===== config.mk =====
export PLATFORM = sky130hd
export DESIGN_NAME = dmux4_sched
export DESIGN_NICKNAME = d
export VERILOG_FILES = /design/src/rtl/dmux4_sched.sv
export SDC_FILE = /design/constraint.sdc
export NUM_CORES = 1
export LEC_CHECK = 0
export CAP_MARGIN = 20
export CORE_MARGIN = 2
export CORE_UTILIZATION = 30
export CTS_CLUSTER_DIAMETER = 30
export DETAILED_ROUTE_END_ITERATION = 12
export PLACE_DENSITY_LB_ADDON = 0.05
export SLEW_MARGIN = 15
export SYNTH_ARGS = -nofsm -noshare
export SYNTH_HDL_FRONTEND = slang
export SYNTH_SLANG_ARGS = --single-unit

===== constraint.sdc =====
create_clock -name clk -period 2.5 [get_ports clk]
set_clock_uncertainty 0.1 [all_clocks]
set_input_delay 0.25 -clock clk [delete_from_list [all_inputs] [get_ports clk]]
set_output_delay 0.25 -clock clk [all_outputs]
set_load 0.1 [all_outputs]

===== src/rtl/dmux4_sched.sv =====
// dmux4_sched: registered 1-to-4 demultiplexer with valid/ready handshake.
// A single producer stream is steered to one of four one-entry channel
// registers, either by the producer's in_dest field (addressed mode) or by
// a rotating search starting at rr_ptr (round-robin mode).
//
// Ports:
//   clk, rst_n            clock, asynchronous active-low reset
//   in_valid/in_ready     producer handshake (in_ready is combinational)
//   in_data [W]           producer word
//   in_dest [2]           destination channel, addressed mode only
//   mode                  0 = addressed, 1 = round-robin
//   out_valid [4]         per-channel word-present flags (registered)
//   out_ready [4]         per-channel consumer accept
//   out_data [4*W]        channel i at [i*W +: W] (registered)
//   rr_ptr [2]            round-robin start pointer (registered, status)
module dmux4_sched #(
  parameter int unsigned W = 1
) (
  input  logic           clk,
  input  logic           rst_n,
  input  logic           in_valid,
  output logic           in_ready,
  input  logic [W-1:0]   in_data,
  input  logic [1:0]     in_dest,
  input  logic           mode,
  output logic [3:0]     out_valid,
  input  logic [3:0]     out_ready,
  output logic [4*W-1:0] out_data,
  output logic [1:0]     rr_ptr
);

  localparam int unsigned NCH = 4;

  logic [NCH-1:0] free;
  logic [1:0]     rr_tgt;
  logic           rr_hit;
  logic [1:0]     tgt;
  logic           accept;
  logic [NCH-1:0] load;

  // A channel being drained this cycle can take a new word in the same edge.
  assign free = ~out_valid | out_ready;

  // First free channel at or after rr_ptr, wrapping modulo 4.
  always_comb begin
    rr_tgt = rr_ptr;
    rr_hit = 1'b0;
    for (int k = 0; k < NCH; k++) begin
      if (!rr_hit && free[rr_ptr + 2'(k)]) begin
        rr_tgt = rr_ptr + 2'(k);
        rr_hit = 1'b1;
      end
    end
  end

  // Target and handshake; addressed mode never searches past a blocked dest.
  always_comb begin
    tgt      = in_dest;
    in_ready = free[in_dest];
    if (mode) begin
      tgt      = rr_tgt;
      in_ready = |free;
    end
    accept = in_valid & in_ready;
    load   = '0;
    for (int i = 0; i < NCH; i++) begin
      load[i] = accept & (tgt == 2'(i));
    end
  end

  // Channel registers: a load wins over a drain, giving back-to-back reuse.
  always_ff @(posedge clk or negedge rst_n) begin
    if (!rst_n) begin
      out_valid <= '0;
      out_data  <= '0;
    end else begin
      for (int i = 0; i < NCH; i++) begin
        if (load[i]) begin
          out_valid[i]        <= 1'b1;
          out_data[i*W +: W]  <= in_data;
        end else if (out_ready[i]) begin
          out_valid[i]        <= 1'b0;
        end
      end
    end
  end

  // Pointer advances past the chosen channel only on round-robin accepts.
  always_ff @(posedge clk or negedge rst_n) begin
    if (!rst_n) begin
      rr_ptr <= 2'd0;
    end else if (accept && mode) begin
      rr_ptr <= tgt + 2'd1;
    end
  end

endmodule


* After elaboration in Yosys (flattened, before gate mapping)
Index checks and enable logic that the tools add are counted.
** Cells by class
- Bitwise logic cells :: 7
- Add/sub/neg operators :: 4
- Reductions and logical operators :: 13
- Equality and inequality tests :: 3
- Muxes and demuxes :: 26
- Magnitude comparators :: 5
** Operator list (count)
- 1-bit 2-to-1 mux :: 17
- 2-bit by 3-bit less-than comparator with 1-bit output, second input constant :: 5
- 1-bit binary-select mux with 2-bit select :: 5
- 2-bit 2-to-1 mux :: 4
- 2-bit nonzero test :: 4
- 1-bit bitwise AND :: 5
- 2-bit by 1-bit adder with 2-bit output, second input constant :: 2
- 2-bit adder, second input constant :: 2
- 2-bit equality test, second input constant :: 2
- 1-bit logical AND :: 4
- 4-bit NOT :: 1
- 4-bit bitwise OR :: 1
- 4-bit OR reduction :: 1
- 1-bit logical NOT :: 3
- 2-bit by 1-bit equality test with 1-bit output, second input constant :: 1
- 2-bit logical NOT :: 1
** Word-level totals
- Register bits after elaboration :: 10
- Word-level logic and storage cells :: 67
- Output and inout port bits :: 11
- Input bits :: 11

* Depth between registers and ports, before layout
- Depth after elaboration :: 18
- Depth in mapped cells :: 7
- Gate-level depth less buffers :: 6

* Least setup slack after synthesis
No wires, ideal clock.
- Path kind :: register to register
- Start point :: register out_valid[0]
- End point :: register out_data[2]
- Data required time :: 2.272 ns
- Arrival time :: 2.341 ns
- Stages on the path, launching flop included :: 7
- Setup slack :: -0.069 ns
- Library setup time :: 0.128 ns
- Buffers on the path :: 0
- Cells stage by stage :: dfrtp_1 -> nor2b_4 -> o22ai_1 -> a2111o_1 -> and2_1 -> nand3_2 -> mux2_1
** Between the ends
- Word-level cells in the longest chain between the ends :: 17
- Elaborated cells between the ends (all ways) :: 30
** RTL lines
- from (decl) :: RTL line 26 : output logic [3:0] out_valid,
- from (signal assigned) :: RTL line 74 : out_valid <= '0;
- from (signal, indexed assignment) :: RTL line 79 : out_valid[i] <= 1'b1;
- from (signal, indexed assignment) :: RTL line 82 : out_valid[i] <= 1'b0;
- 4-bit NOT (*) :: RTL line 42 : assign free = ~out_valid | out_ready;
- 4-bit bitwise OR (*) :: RTL line 42
- 1-bit binary-select mux with 2-bit select :: RTL line 49 : if (!rr_hit && free[rr_ptr + 2'(k)]) begin
- 1-bit 2-to-1 mux (implied by the code) :: RTL line 49
- 1-bit 2-to-1 mux :: RTL line 49
- 1-bit logical NOT :: RTL line 49
- 1-bit logical AND :: RTL line 49
- 1-bit 2-to-1 mux :: RTL line 49
- 1-bit logical NOT :: RTL line 49
- 1-bit logical AND :: RTL line 49
- 1-bit 2-to-1 mux :: RTL line 49
- 1-bit logical NOT :: RTL line 49
- 1-bit logical AND :: RTL line 49
- 2-bit 2-to-1 mux :: RTL line 49
- 2-bit 2-to-1 mux :: RTL line 60 : if (mode) begin
- 2-bit equality test :: RTL line 67 : load[i] = accept & (tgt == 2'(i));
- 1-bit bitwise AND (*) :: RTL line 67
- to (signal, indexed assignment) :: RTL line 80 : out_data[i*W +: W] <= in_data;
- to (decl) :: RTL line 28 : output logic [4*W-1:0] out_data,
Every way passes the cells marked *; elsewhere a longest branch is shown, timed or not. The select of a mux whose other input is x is not followed.
A chain may end at the register's enable or synchronous reset.

* Worst setup path after layout
- Start point :: input out_ready[0]
- End point :: output in_ready
** Between the ends
- Word-level cells in the longest chain between the ends :: 4
- Elaborated cells between the ends (all ways) :: 5
** RTL lines
- from (decl) :: RTL line 27 : input logic [3:0] out_ready,
- 4-bit bitwise OR (*) :: RTL line 42
- 1-bit binary-select mux with 2-bit select :: RTL line 59 : in_ready = free[in_dest];
- 1-bit 2-to-1 mux (implied by the code) :: RTL line 59
- 1-bit 2-to-1 mux (*) :: RTL line 60
- to (decl) :: RTL line 22 : output logic in_ready,
Marks and branches as above.

==> results.toml <==
[timing]
grt_setup_unrepaired = "no"
fin_crit_ns = 2.20
final-hold-violation-count = 0
fmax_mhz = 455
fin_tns_setup_ns = 0
min_period_over_period_pct = 88.0
worst-slew-pin-transition_ns = 0.446
relSlewSlack_pct = 70.2
slew_violations = 0
setup-violations-final = 0

[worst_setup_path]
cp_num_buf_inv = 2
cp_slowest_cell = "or4_1"
cp.arrival_ns = 1.85
cp_top_family = "simple AND/OR/NAND/NOR gates"
worstSetupPathType = "input pin to primary output"
cpPeakStageDelay_ns = 0.57
end_kind = "primary output"
path_cells = "clkdlybuf4s50_1, nand2b_1, or4_1, o21a_1, buf_12"
cp.required_ns = 2.15
cp_max_fo = 4
start_kind = "input pin"

[clock_tree]
h-tree-depth = 1
clk_latency_ns = 0.26
root_buffer = "clkbuf_4"
clock-sinks = 10
cts_setup_buffers = 0
cts_tree = "done"
clockBufferDepth = 2
clk_pin_slew_ns = 0.06
holdBufCountCts = 0
cts_buffers = 3
ctsResizeCount = 0

[final_layout]
final_cells = 109
area_growth_syn_to_layout_pct = 43.3
multiInputGateArea_um2 = 367
nFillCells = 210
drive_above_1_share_pct = 39.0
insertedDiodeCount = 0
regArea_um2 = 255
finalNetCount = 94

[routing]
routed_wl_um = 1380
drt-vias-per-instance = 4.80
drc_errors = 0
drt-initial-drc-count = 10
firstDrtPassIters = 4
wl_per_cell_um = 12.6
vias = 523
ant_nets = 0

[global_route]
met1_usage_pct = 17.1
gr-max-usage-layer = "met2"
grt_pass1_vias = 514
use_met3_pct = 3.94
met2_usage_pct = 18.4
grt.overflow.total = 0
grt_pass1_wl_um = 2350
grt_max_degree = 11
grt_antenna_before_repair = 0
grt_usage_pct = 12.9

[yosys]
synth.most_common_cell = "dfrtp_1"
synth-edff-count = 0
synth_flop_cell = "dfrtp_1"
synth_area_leaders = "dfrtp_1 (40%), mux2_1 (7.2%), nand2b_1 (4.0%)"
synth.avg_cell_area_um2 = 11.0
synth_fp_nets = 68
synth.distinct_cells = 35
netlist_area_um2 = 629
synth-seq-cells = 10
async_reset_ff_share_pct = 100
syn_inst = 57
yosysTopAreaCellShare_pct = 39.8
ys_seq_area_share_pct = 39.8
yosysTopAreaCell = "dfrtp_1"
synth_warnings = 0
synth_commonest_cells = "dfrtp_1 (10), nand2_1 (6), mux2_1 (4), nand2b_1 (4), nor2_1 (3)"

[floorplanning]
die_w_um = 49.8
fp.dieH_um = 49.8
io_pins = 22
rows = 16
core_um2 = 1960
start_util_pct = 32.1
die-area_um2 = 2480

[placement]
port_buffers = 21
dp_hpwl_um = 1140
gp_congestion = 0.812
dp_cells = 105

[run]
maxCapViolations = 0

[min_path]
worstHoldPathType = "input pin to asynchronous set/reset pin"

[status]
status = "complete, no violations"
[cells by family after synthesis]
family,synth area share [%]
AND/OR/NAND/NOR,23.7
multiplexers,14.7
AO/OA/AOI/OAI,18.5
buffers and inverters,1.99
flip-flops,39.8
XOR/XNOR,1.39
[per-stage QoR]
stage / hold slack [ns] / cell area, um^2 / setup WS, ns / utilization (%)
final: 0.201 / 902 / 0.301 / 46.0
after global routing: 0.227 / 902 / 0.217 / 46.0
after CTS: 0.207 / 902 / 0.302 / 46.0
after detailed placement: 0.387 / 866 / 0.0834 / 44.1
after global placement: 0.377 / 866 / 0.0951 / 44.1
after floorplan: -0.146 / 634 / 0.132 / -
[cell type report]
cell class / count / share of cell area, %
flip-flops and latches: 10 / 28.3
well taps: 27 / 3.74
repair buffers: 22 / 22.5
clock buffers: 4 / 4.02
multi-input cells: 44 / 40.6
inverters: 2 / 0.832
[final timing paths]
kind	slack, ns	to	depth (start not counted)	startpoint
setup / recovery	0.30	in_ready	5	out_ready[0]
hold / removal	0.20	out_data[2]	1	rst_n
setup reg to reg	0.53	out_data[1]	6	out_valid[3]
hold reg to reg	0.40	out_data[2]	1	out_data[2]
max in group asynchronous	1.77	out_valid[0]	1	rst_n
min in group clk	0.40	out_data[2]	1	out_data[2]
[placed cells by master, fill, tap and decap left out, types with 3 or more instances in the layout]
| cell type | n |
|---|---|
| clkbuf_4 | 3 |
| dfrtp_1 | 6 |
| nor2_1 | 3 |
| nand2b_1 | 4 |
| nand2_1 | 6 |
| clkdlybuf4s50_1 | 10 |
| dfrtp_2 | 4 |
| buf_4 | 11 |
| mux2_1 | 4 |
[sequential cells by signal, indices dropped and copies added, names as in the netlist]
signal     flops
out_data       4
out_valid      4
rr_ptr         2
[metal layers]
| metal | wire, um | up-vias |
|---|---|---|
| li1 | - | 256 |
| met1 | 683 | 244 |
| met4 | 14 | 0 |
| met3 | 90 | 2 |
| met2 | 586 | 21 |
| met5 | 0 | - |
Power is left out: the tool's default activity adds up to more than one toggle a clock period on the data nets, which glitch-free logic cannot reach.
